$ cat src/rtl/adaptive_threshold.sv
// ============================================================================
// Module   : adaptive_threshold
// Purpose  : Second pass of adaptive thresholding. Walks the source-image and
//            3x3-mean memories in raster order and writes 0/255 per pixel,
//            depending on whether the pixel exceeds (mean - OFFSET).
// Ports    : clock/reset      - clock, asynchronous active-high reset
//            start            - level, box-filter pass completed
//            oReadCol/oReadRow- shared read address for image and mean memories
//            iImageData       - source pixel (1-cycle synchronous read)
//            iMeanData        - local mean   (1-cycle synchronous read)
//            oResultCol/Row   - write address
//            oResultData      - binary pixel, 0 or 255
//            oResultWren      - one write strobe per pixel
//            busy             - high in RUN and DRAIN
//            finished         - sticky completion flag
// Options  : ADAPTIVE_THRESHOLD_INVERT_EN - when defined, output polarity is
//            inverted (dark foreground reads as 255).
// Revision : 1.0 - initial release
// ============================================================================
`default_nettype none

module adaptive_threshold #(
  parameter int WIDTH_BITS  = 8,
  parameter int HEIGHT_BITS = 8,
  parameter int WIDTH       = 2**WIDTH_BITS,
  parameter int HEIGHT      = 2**HEIGHT_BITS,
  parameter int OFFSET      = 8
) (
  input  logic                   clock,
  input  logic                   reset,
  input  logic                   start,
  output logic [WIDTH_BITS-1:0]  oReadCol,
  output logic [HEIGHT_BITS-1:0] oReadRow,
  input  logic [7:0]             iImageData,
  input  logic [7:0]             iMeanData,
  output logic [WIDTH_BITS-1:0]  oResultCol,
  output logic [HEIGHT_BITS-1:0] oResultRow,
  output logic [7:0]             oResultData,
  output logic                   oResultWren,
  output logic                   busy,
  output logic                   finished
);

  localparam int              C_PW   = WIDTH_BITS + HEIGHT_BITS;
  localparam int              C_N    = WIDTH * HEIGHT;
  localparam logic [C_PW-1:0] C_LAST = C_PW'(C_N - 1);
  localparam logic signed [9:0] C_OFF = 10'(OFFSET);

  typedef enum logic [1:0] {
    S_IDLE  = 2'd0,
    S_RUN   = 2'd1,
    S_DRAIN = 2'd2,
    S_DONE  = 2'd3
  } state_t;

  state_t           r_state;
  logic [C_PW-1:0]  r_pos;
  logic             r_drain;
  logic             r_v1;
  logic [C_PW-1:0]  r_a1;

  logic signed [9:0] w_thr;
  logic signed [9:0] w_pix;
  logic              w_above;
  logic [7:0]        w_result;

  // Read address is the registered raster position; col in the low bits.
  assign oReadCol = r_pos[WIDTH_BITS-1:0];
  assign oReadRow = r_pos[C_PW-1:WIDTH_BITS];

  // 10-bit signed arithmetic: a mean below OFFSET gives a negative threshold
  // instead of wrapping, so every pixel counts as above it.
  always_comb begin
    w_thr   = $signed({2'b00, iMeanData}) - C_OFF;
    w_pix   = $signed({2'b00, iImageData});
    w_above = (w_pix > w_thr);
`ifdef ADAPTIVE_THRESHOLD_INVERT_EN
    w_result = w_above ? 8'd0 : 8'd255;
`else
    w_result = w_above ? 8'd255 : 8'd0;
`endif
  end

  always_ff @(posedge clock or posedge reset) begin
    if (reset) begin
      r_state     <= S_IDLE;
      r_pos       <= '0;
      r_drain     <= 1'b0;
      r_v1        <= 1'b0;
      r_a1        <= '0;
      oResultCol  <= '0;
      oResultRow  <= '0;
      oResultData <= '0;
      oResultWren <= 1'b0;
      busy        <= 1'b0;
      finished    <= 1'b0;
    end else begin
      // Stage 1: the address issued this cycle lines up with next cycle's data.
      r_v1 <= (r_state == S_RUN);
      r_a1 <= r_pos;

      // Stage 2: compare and write back at the aligned address.
      oResultWren <= r_v1;
      if (r_v1) begin
        oResultCol  <= r_a1[WIDTH_BITS-1:0];
        oResultRow  <= r_a1[C_PW-1:WIDTH_BITS];
        oResultData <= w_result;
      end

      case (r_state)
        S_IDLE: begin
          if (start) begin
            r_state <= S_RUN;
            r_pos   <= '0;
            busy    <= 1'b1;
          end
        end
        S_RUN: begin
          if (r_pos == C_LAST) begin
            r_state <= S_DRAIN;
            r_drain <= 1'b0;
          end else begin
            r_pos <= r_pos + C_PW'(1);
          end
        end
        S_DRAIN: begin
          // Two cycles here flush both pipeline stages.
          if (r_drain) begin
            r_state  <= S_DONE;
            busy     <= 1'b0;
            finished <= 1'b1;
          end else begin
            r_drain <= 1'b1;
          end
        end
        S_DONE: begin
          r_state <= S_DONE;
        end
        default: begin
          r_state <= S_IDLE;
        end
      endcase
    end
  end

endmodule

`default_nettype wire

$ cat config.mk
export PLATFORM = sky130hd
export DESIGN_NAME = adaptive_threshold
export DESIGN_NICKNAME = d
export VERILOG_FILES = /design/src/rtl/adaptive_threshold.sv
export SDC_FILE = /design/constraint.sdc
export NUM_CORES = 1
export LEC_CHECK = 0
export CELL_PAD_IN_SITES_DETAIL_PLACEMENT = 1
export CELL_PAD_IN_SITES_GLOBAL_PLACEMENT = 2
export CORE_MARGIN = 2
export CORE_UTILIZATION = 31
export DETAILED_ROUTE_END_ITERATION = 10
export PLACE_DENSITY_LB_ADDON = 0.25
export SLEW_MARGIN = 20
export SYNTH_ARGS = -nofsm -noshare
export SYNTH_HDL_FRONTEND = slang
export SYNTH_SLANG_ARGS = --single-unit
$ cat constraint.sdc
create_clock -name clock -period 2.2 [get_ports clock]
set_clock_uncertainty 0.2 [all_clocks]
set_input_delay 0.44 -clock clock [delete_from_list [all_inputs] [get_ports clock]]
set_output_delay 0.44 -clock clock [all_outputs]
set_load 0.01 [all_outputs]
==> impl_results.md <==
* Fill cells at 850
* Post-synth top area cell: dfrtp_1
* Endpoint type of the worst setup path: flop
* Worst Max-Slew Pin Slew at 0.428 ns
* Cell Pwr Density at 887 nW/um2
* Pins Over Slew Limit at 0
* Synthesis-to-layout area growth at 38.7%
* Most common cell after layout, fill and taps aside: clkdlybuf4s50_1
* #FFs+latches synth at 56
* First-pass GRT wire length at 9.25 mm
* 1st-pass router iterations at 4
* Leak at 0.00156 uW
* Path type of the worst min-delay path: reg2reg
* Reg clk slew, reported paths at 0.10 ns
* I/O pin count at 62
* Slew HR at 71.5%
* H-tree depth at 2
* Post-synthesis sequential area ratio at 57.1%
* DR vias/cell at 4.64
* Vias in the first global route at 1939
* Worst-case clock buffer depth at 2
* Fin nets at 305
* Total grt overflow at 0
* Post-cts resize count at 0
* Cells after synthesis at 200
* Worst-Skew Late Latency at 0.31 ns
* Std-Cell Rows at 32
* Max-cap check violation count at 0
* Min cycle time layout at 2.11 ns
* TritonCTS buffer count at 5
* Clock sinks at 56
* RSZ-0062 raised after global routing: no
* CTS Root Cell: clkbuf_8
* Number of remaining DRC errors at 0
* Critical path type: in2reg
* Antenna-violating nets left at 0
* IO Port Bufs at 61
* Largest net degree at the start of global routing at 36
* Die W at 93.0 um
* TNS Setup at 0 ns
* Gpl congestion at 0.699
* Routed vias at 1759
* Final WS setup at 0.0895 ns
* Setup bufs post-CTS at 0
* Hold_buf cts at 0
* Initial antenna violation count at 0
* Die area at 8640 um2
* Worst-path fanout max at 3
* Share of cells above drive strength 1 at 19.9%
* All-Layer GR Usage at 13.6%
* Core Box Area at 7690 um2
* Final hold vios at 0
* Startpoint types: primary input
* Post-synthesis net count at 229
* Finish-stage setup viols at 0
* TritonCTS clock tree: built
* Dpl hpwl at 4.02 mm
* Crit path DAT at 2.09 ns
* Yosys top cell area share at 57.1%
* Synth area leaders: dfrtp_1, mux2_2, ha_1, xnor2_1, mux2i_1
* Syn Std Cell Area at 2450 um2
* Starting DRT DRC Count at 39
* # diodes at 0
* Fmax at 474 MHz
* Avg Inst Size Synth at 12.3 um2
* Fin crit share at 95.9%
* DIE HEIGHT at 93.0 um
* Final WL at 5.27 mm
* Wire per inst at 13.9 um
* Netlist cell types at 39
* Initial core utilization at 31.9%
* Worst EP required at 2.18 ns
* Worst vdd ir at 0.000307 V
* Most frequent cells in the layout: clkdlybuf4s50_1, dfrtp_1, buf_4
* YS warnings at 0
* Setup WS pre-CTS at -0.293 ns
* Status: complete, no violations
* Final core utilization at 44.3%
## state kept, by name (all words and copies together), names as in the netlist, 2 cells and up
signal      flops
oResultCol      8
oResultRow      8
r_a1           16
r_pos          16
r_state         2
## metrics by stage
stage	hold WS, ns	instance area [um2]	power, uW	instances
global placement	0.247	3260	2430	371
finish	0.269	3400	3020	379
CTS	0.277	3360	3070	379
detailed placement	0.245	3260	2450	371
floorplan	0.152	2450	1870	200
global route	0.306	3400	3230	379
## layer usage
layer / vias to the layer above / track usage [%] / part of all wire, %
li1: 846 / - / -
met3: 4 / 3.09 / 3.4
met4: 0 / 4.17 / 1.0
met5: - / 0 / 0
met1: 873 / 16.8 / 46
met2: 36 / 23.6 / 49
## logic make-up after synthesis
| family | synth area share (%) |
|---|---|
| and+or+nand+nor | 15.6 |
| DFF | 57.1 |
| muxes | 9.79 |
| buffers and inverters | 4.03 |
| AOI/OAI and AO/OA | 4.44 |
| xor gates and xnor gates | 3.93 |
| adders and majority gates | 5.10 |
## final cells by class
cell class | instances | area, um2 | share of cell area (%)
clock buffer | 6 | 82.6 | 2.43
clock inverter | 2 | 18.8 | 0.552
inverter | 9 | 33.8 | 0.993
multi-input combinational | 125 | 992 | 29.2
sequential | 56 | 1400 | 41.2
tap | 102 | 128 | 3.75
timing repair buffer | 79 | 746 | 21.9
## power breakdown
part | switching [uW] | internal, uW | total [uW]
combinational | 406 | 570 | 976
clock | 338 | 264 | 602
sequential | 168 | 1270 | 1440
## final timing paths
check | from | end | slack (ns) | depth (start not counted)
worst max-delay path | iMeanData[4] | oResultData[6] | 0.09 | 10
worst min-delay path | finished | finished | 0.27 | 1
worst max register to register | r_pos[1] | r_pos[13] | 0.23 | 7
worst min register to register | finished | finished | 0.27 | 1
max in group asynchronous | reset | r_a1[9] | 1.14 | 3
min in group asynchronous | reset | oResultCol[4] | 0.29 | 3
## cell usage after synthesis, drive strengths merged
library cell and count:
a211oi 1, a21boi 1, a21o 3, a21oi 6, a31oi 1, and2 1
and3 3, buf 8, clkbuf 2, dfrtp 56, ha 10, inv 9
mux2 16, mux2i 6, nand2 13, nand2b 1, nand3 8, nand3b 1
nand4 7, nor2 13, nor2b 3, nor3 5, nor3b 2, nor4 3
nor4b 2, o21ai 4, o22ai 1, o41ai 1, or2 1, or4 1
xnor2 10, xor2 1
## critical path: stages
cell             delay, ns
clkdlybuf4s50_1       0.50
inv_1                 0.07
ha_4                  0.16
nand2_1               0.07
xor2_1                0.15
ha_1                  0.28
a21oi_2               0.15
nand2_1               0.06
o22ai_1               0.11
a31oi_1               0.09
Note: power is estimated with default switching activity, not from simulation.
==> patch, RTL diff (config.mk and constraints unchanged) <==
Set the parameter `OFFSET` to 6 (it was 8).
--- a/src/rtl/adaptive_threshold.sv
+++ b/src/rtl/adaptive_threshold.sv
@@ -25,5 +25,5 @@
   parameter int WIDTH       = 2**WIDTH_BITS,
   parameter int HEIGHT      = 2**HEIGHT_BITS,
-  parameter int OFFSET      = 8
+  parameter int OFFSET      = 6
 ) (
   input  logic                   clock,
Check against the original RTL: not equivalent (Yosys sat finds a counterexample within 4 cycles, from zero or initial values and one cycle with reset high).
==> patch against the unedited design <==
Sequential share of layout area down 2.2 points. Sequential cell count unchanged. Worst setup slack better by 23 ps. Synthesized cell count grew 5.0%. Total power is 10% higher. First-iteration DRC count is 38% higher. Routed wire length rose by 16%. Synthesized area is 2.8% higher. Non-clock buffer count rose by 10. Final area grew 5.7%. Critical endpoint is now oReadCol[7]. Largest power group unchanged.
==> patch: results (changes against the unedited design) <==
| Metric | Value |
|---|---|
| Htree depth | 2 (unchanged) |
| Average via count per standard cell | 4.93 (was 4.64) |
| Fraction of the mapped netlist area in compound gates | 10.8% (was 4.44%) |
| Routability congestion estimate from global placement | 0.757 (was 0.699) |
| Vias in the first global route | 2082 (was 1939) |
| Total global-route track usage | 14.6% (was 13.6%) |
| Clock-pin transition on the worst setup and hold timing paths | 100 ps (about the same) |
| Synth cell types | 42 (was 39) |
| Number of inserted diodes | 0 (unchanged) |
| XOR/XNOR Fraction of Synth Area | 1.74% (was 3.93%) |
| Critical path data arrival time | 1450 ps (was 2090 ps) |
| Clk_lat worst skew | 310 ps (about the same) |
| Path category of the worst min-delay check | reg -> reg (unchanged) |
| Fraction of final layout cells sized beyond drive strength 1 | 23.7% (was 19.9%) |
| First-pass GRT wire length | 10100 um (was 9250 um) |
| Number of warnings printed during yosys synthesis | 0 (unchanged) |
| Post-synthesis mux area share | 8.73% (was 9.79%) |
| CP max stage delay | 620 ps (was 500 ps) |
| Critical-path cell with the highest stage delay | sky130_fd_sc_hd__clkdlybuf4s50_1 (unchanged) |
| Drt wl/cell | 15.3 um (was 13.9 um) |
| Synth Area in Adders | 4.96% (was 5.10%) |
| Slew HR | 69.8% (was 71.5%) |
| Result of the run | complete, no violations (unchanged) |
| Dpl ws | -702 ps (was -293 ps) |
| Top_reg_cell synth | sky130_fd_sc_hd__dfrtp_1 (unchanged) |
| Placed wire-length estimate after detailed placement | 4470 um (was 4020 um) |
| Initial DRC count | 54 (was 39) |
| Maximum number of pins on one net before global-route repair | 57 (was 36) |
| Synthesized Nets | 239 (was 229) |
| Most frequent cells after synthesis | sky130_fd_sc_hd__dfrtp_1, sky130_fd_sc_hd__mux2_2, sky130_fd_sc_hd__nand2_1 (was sky130_fd_sc_hd__dfrtp_1, sky130_fd_sc_hd__mux2_2, sky130_fd_sc_hd__nand2_1, sky130_fd_sc_hd__nor2_1) |
| Register area share after synthesis | 55.6% (was 57.1%) |
| CP max FO | 8 (was 3) |
| Layout net count | 324 (was 305) |
| Net switching share of the total power | 28.9% (was 30.2%) |
| Leakage | 1.55 nW (was 1.56 nW) |
| Placed standard-cell area | 3410 um^2 (was 3260 um^2) |
| Ranking of synthesized cells by area | sky130_fd_sc_hd__dfrtp_1, sky130_fd_sc_hd__mux2_2, sky130_fd_sc_hd__ha_1, sky130_fd_sc_hd__a21oi_1, sky130_fd_sc_hd__buf_4 (was sky130_fd_sc_hd__dfrtp_1, sky130_fd_sc_hd__mux2_2, sky130_fd_sc_hd__ha_1, sky130_fd_sc_hd__xnor2_1, sky130_fd_sc_hd__mux2i_1) |
| Cell class contributing the biggest share of worst-path delay | buffers and inverters (unchanged) |
| Worst voltage drop across the vdd grid | 401 uV (was 307 uV) |
-- patch: metrics by stage --
| step | power, mW | setup TNS (ps) | std cells |
|---|---|---|---|
| after floorplan | 1.92 | 0 | 210 |
| after global placement | 2.54 | -609 | 390 |
| after detailed placement | 2.58 | -702 | 390 |
| after CTS | 3.37 | 0 | 397 |
| after global routing | 3.55 | 0 | 397 |
| final | 3.33 | 0 | 397 |
-- patch: worst paths after layout --
path / slack (ps) / cells past startpoint / to / from
max: 110 / 1 / oReadCol[7] / r_pos[7]$_DFFE_PP0P_
max in group asynchronous: 1240 / 3 / r_a1[6]$_DFF_PP0_ / reset
min reg2reg: 270 / 1 / finished$_DFFE_PP0P_ / finished$_DFFE_PP0P_
min in group asynchronous: 290 / 3 / oResultCol[4]$_DFFE_PP0P_ / reset
min: 270 / 1 / finished$_DFFE_PP0P_ / finished$_DFFE_PP0P_
max reg2reg: 150 / 5 / r_pos[11]$_DFFE_PP0P_ / r_pos[0]$_DFFE_PP0P_
-- patch: power by group through the flow --
stage / logic [mW] / clock network [mW] / registers, mW
after detailed placement: 1.13 / 0 / 1.45
final: 1.13 / 0.780 / 1.42
after global routing: 1.25 / 0.838 / 1.46
after global placement: 1.10 / 0 / 1.44
after CTS: 1.13 / 0.806 / 1.43
after floorplan: 0.354 / 0 / 1.57
-- patch: cell families (layout without fill, tap and decap cells) --
logic type / count (synthesis) / after routing
XOR/XNOR: 5 / 5
AO/OA/AOI/OAI: 41 / 41
AND/OR/NAND/NOR: 59 / 59
adder cells (fa/ha/maj): 10 / 10
buffers and inverters: 19 / 104
flip-flops: 56 / 56
multiplexers: 20 / 20
-- patch: cell type report --
class | instances | area (um^2)
Clock buffer | 5 | 68.8
Sequential cell | 56 | 1400
Fill cell | 852 | 4210
Multi-Input combinational cell | 135 | 1090
Clock inverter | 2 | 60.1
Timing Repair Buffer | 89 | 818
Tap cell | 102 | 128
Inverter | 8 | 30.0
-- patch: metal layers --
layer | up-vias | GRT usage (%) | wire [um] | share of wire, %
li1 | 942 | - | - | -
met1 | 971 | 19.2 | 2780 | 46
met2 | 38 | 24.4 | 3030 | 50
met3 | 5 | 2.65 | 209 | 3.4
met4 | 0 | 4.35 | 66 | 1.1
met5 | - | 0 | 0 | 0
-- patch: timing repair --
item	in CTS	in global routing
pin swaps	5	8
setup endpoints to repair	1	1
resized for setup	12	19
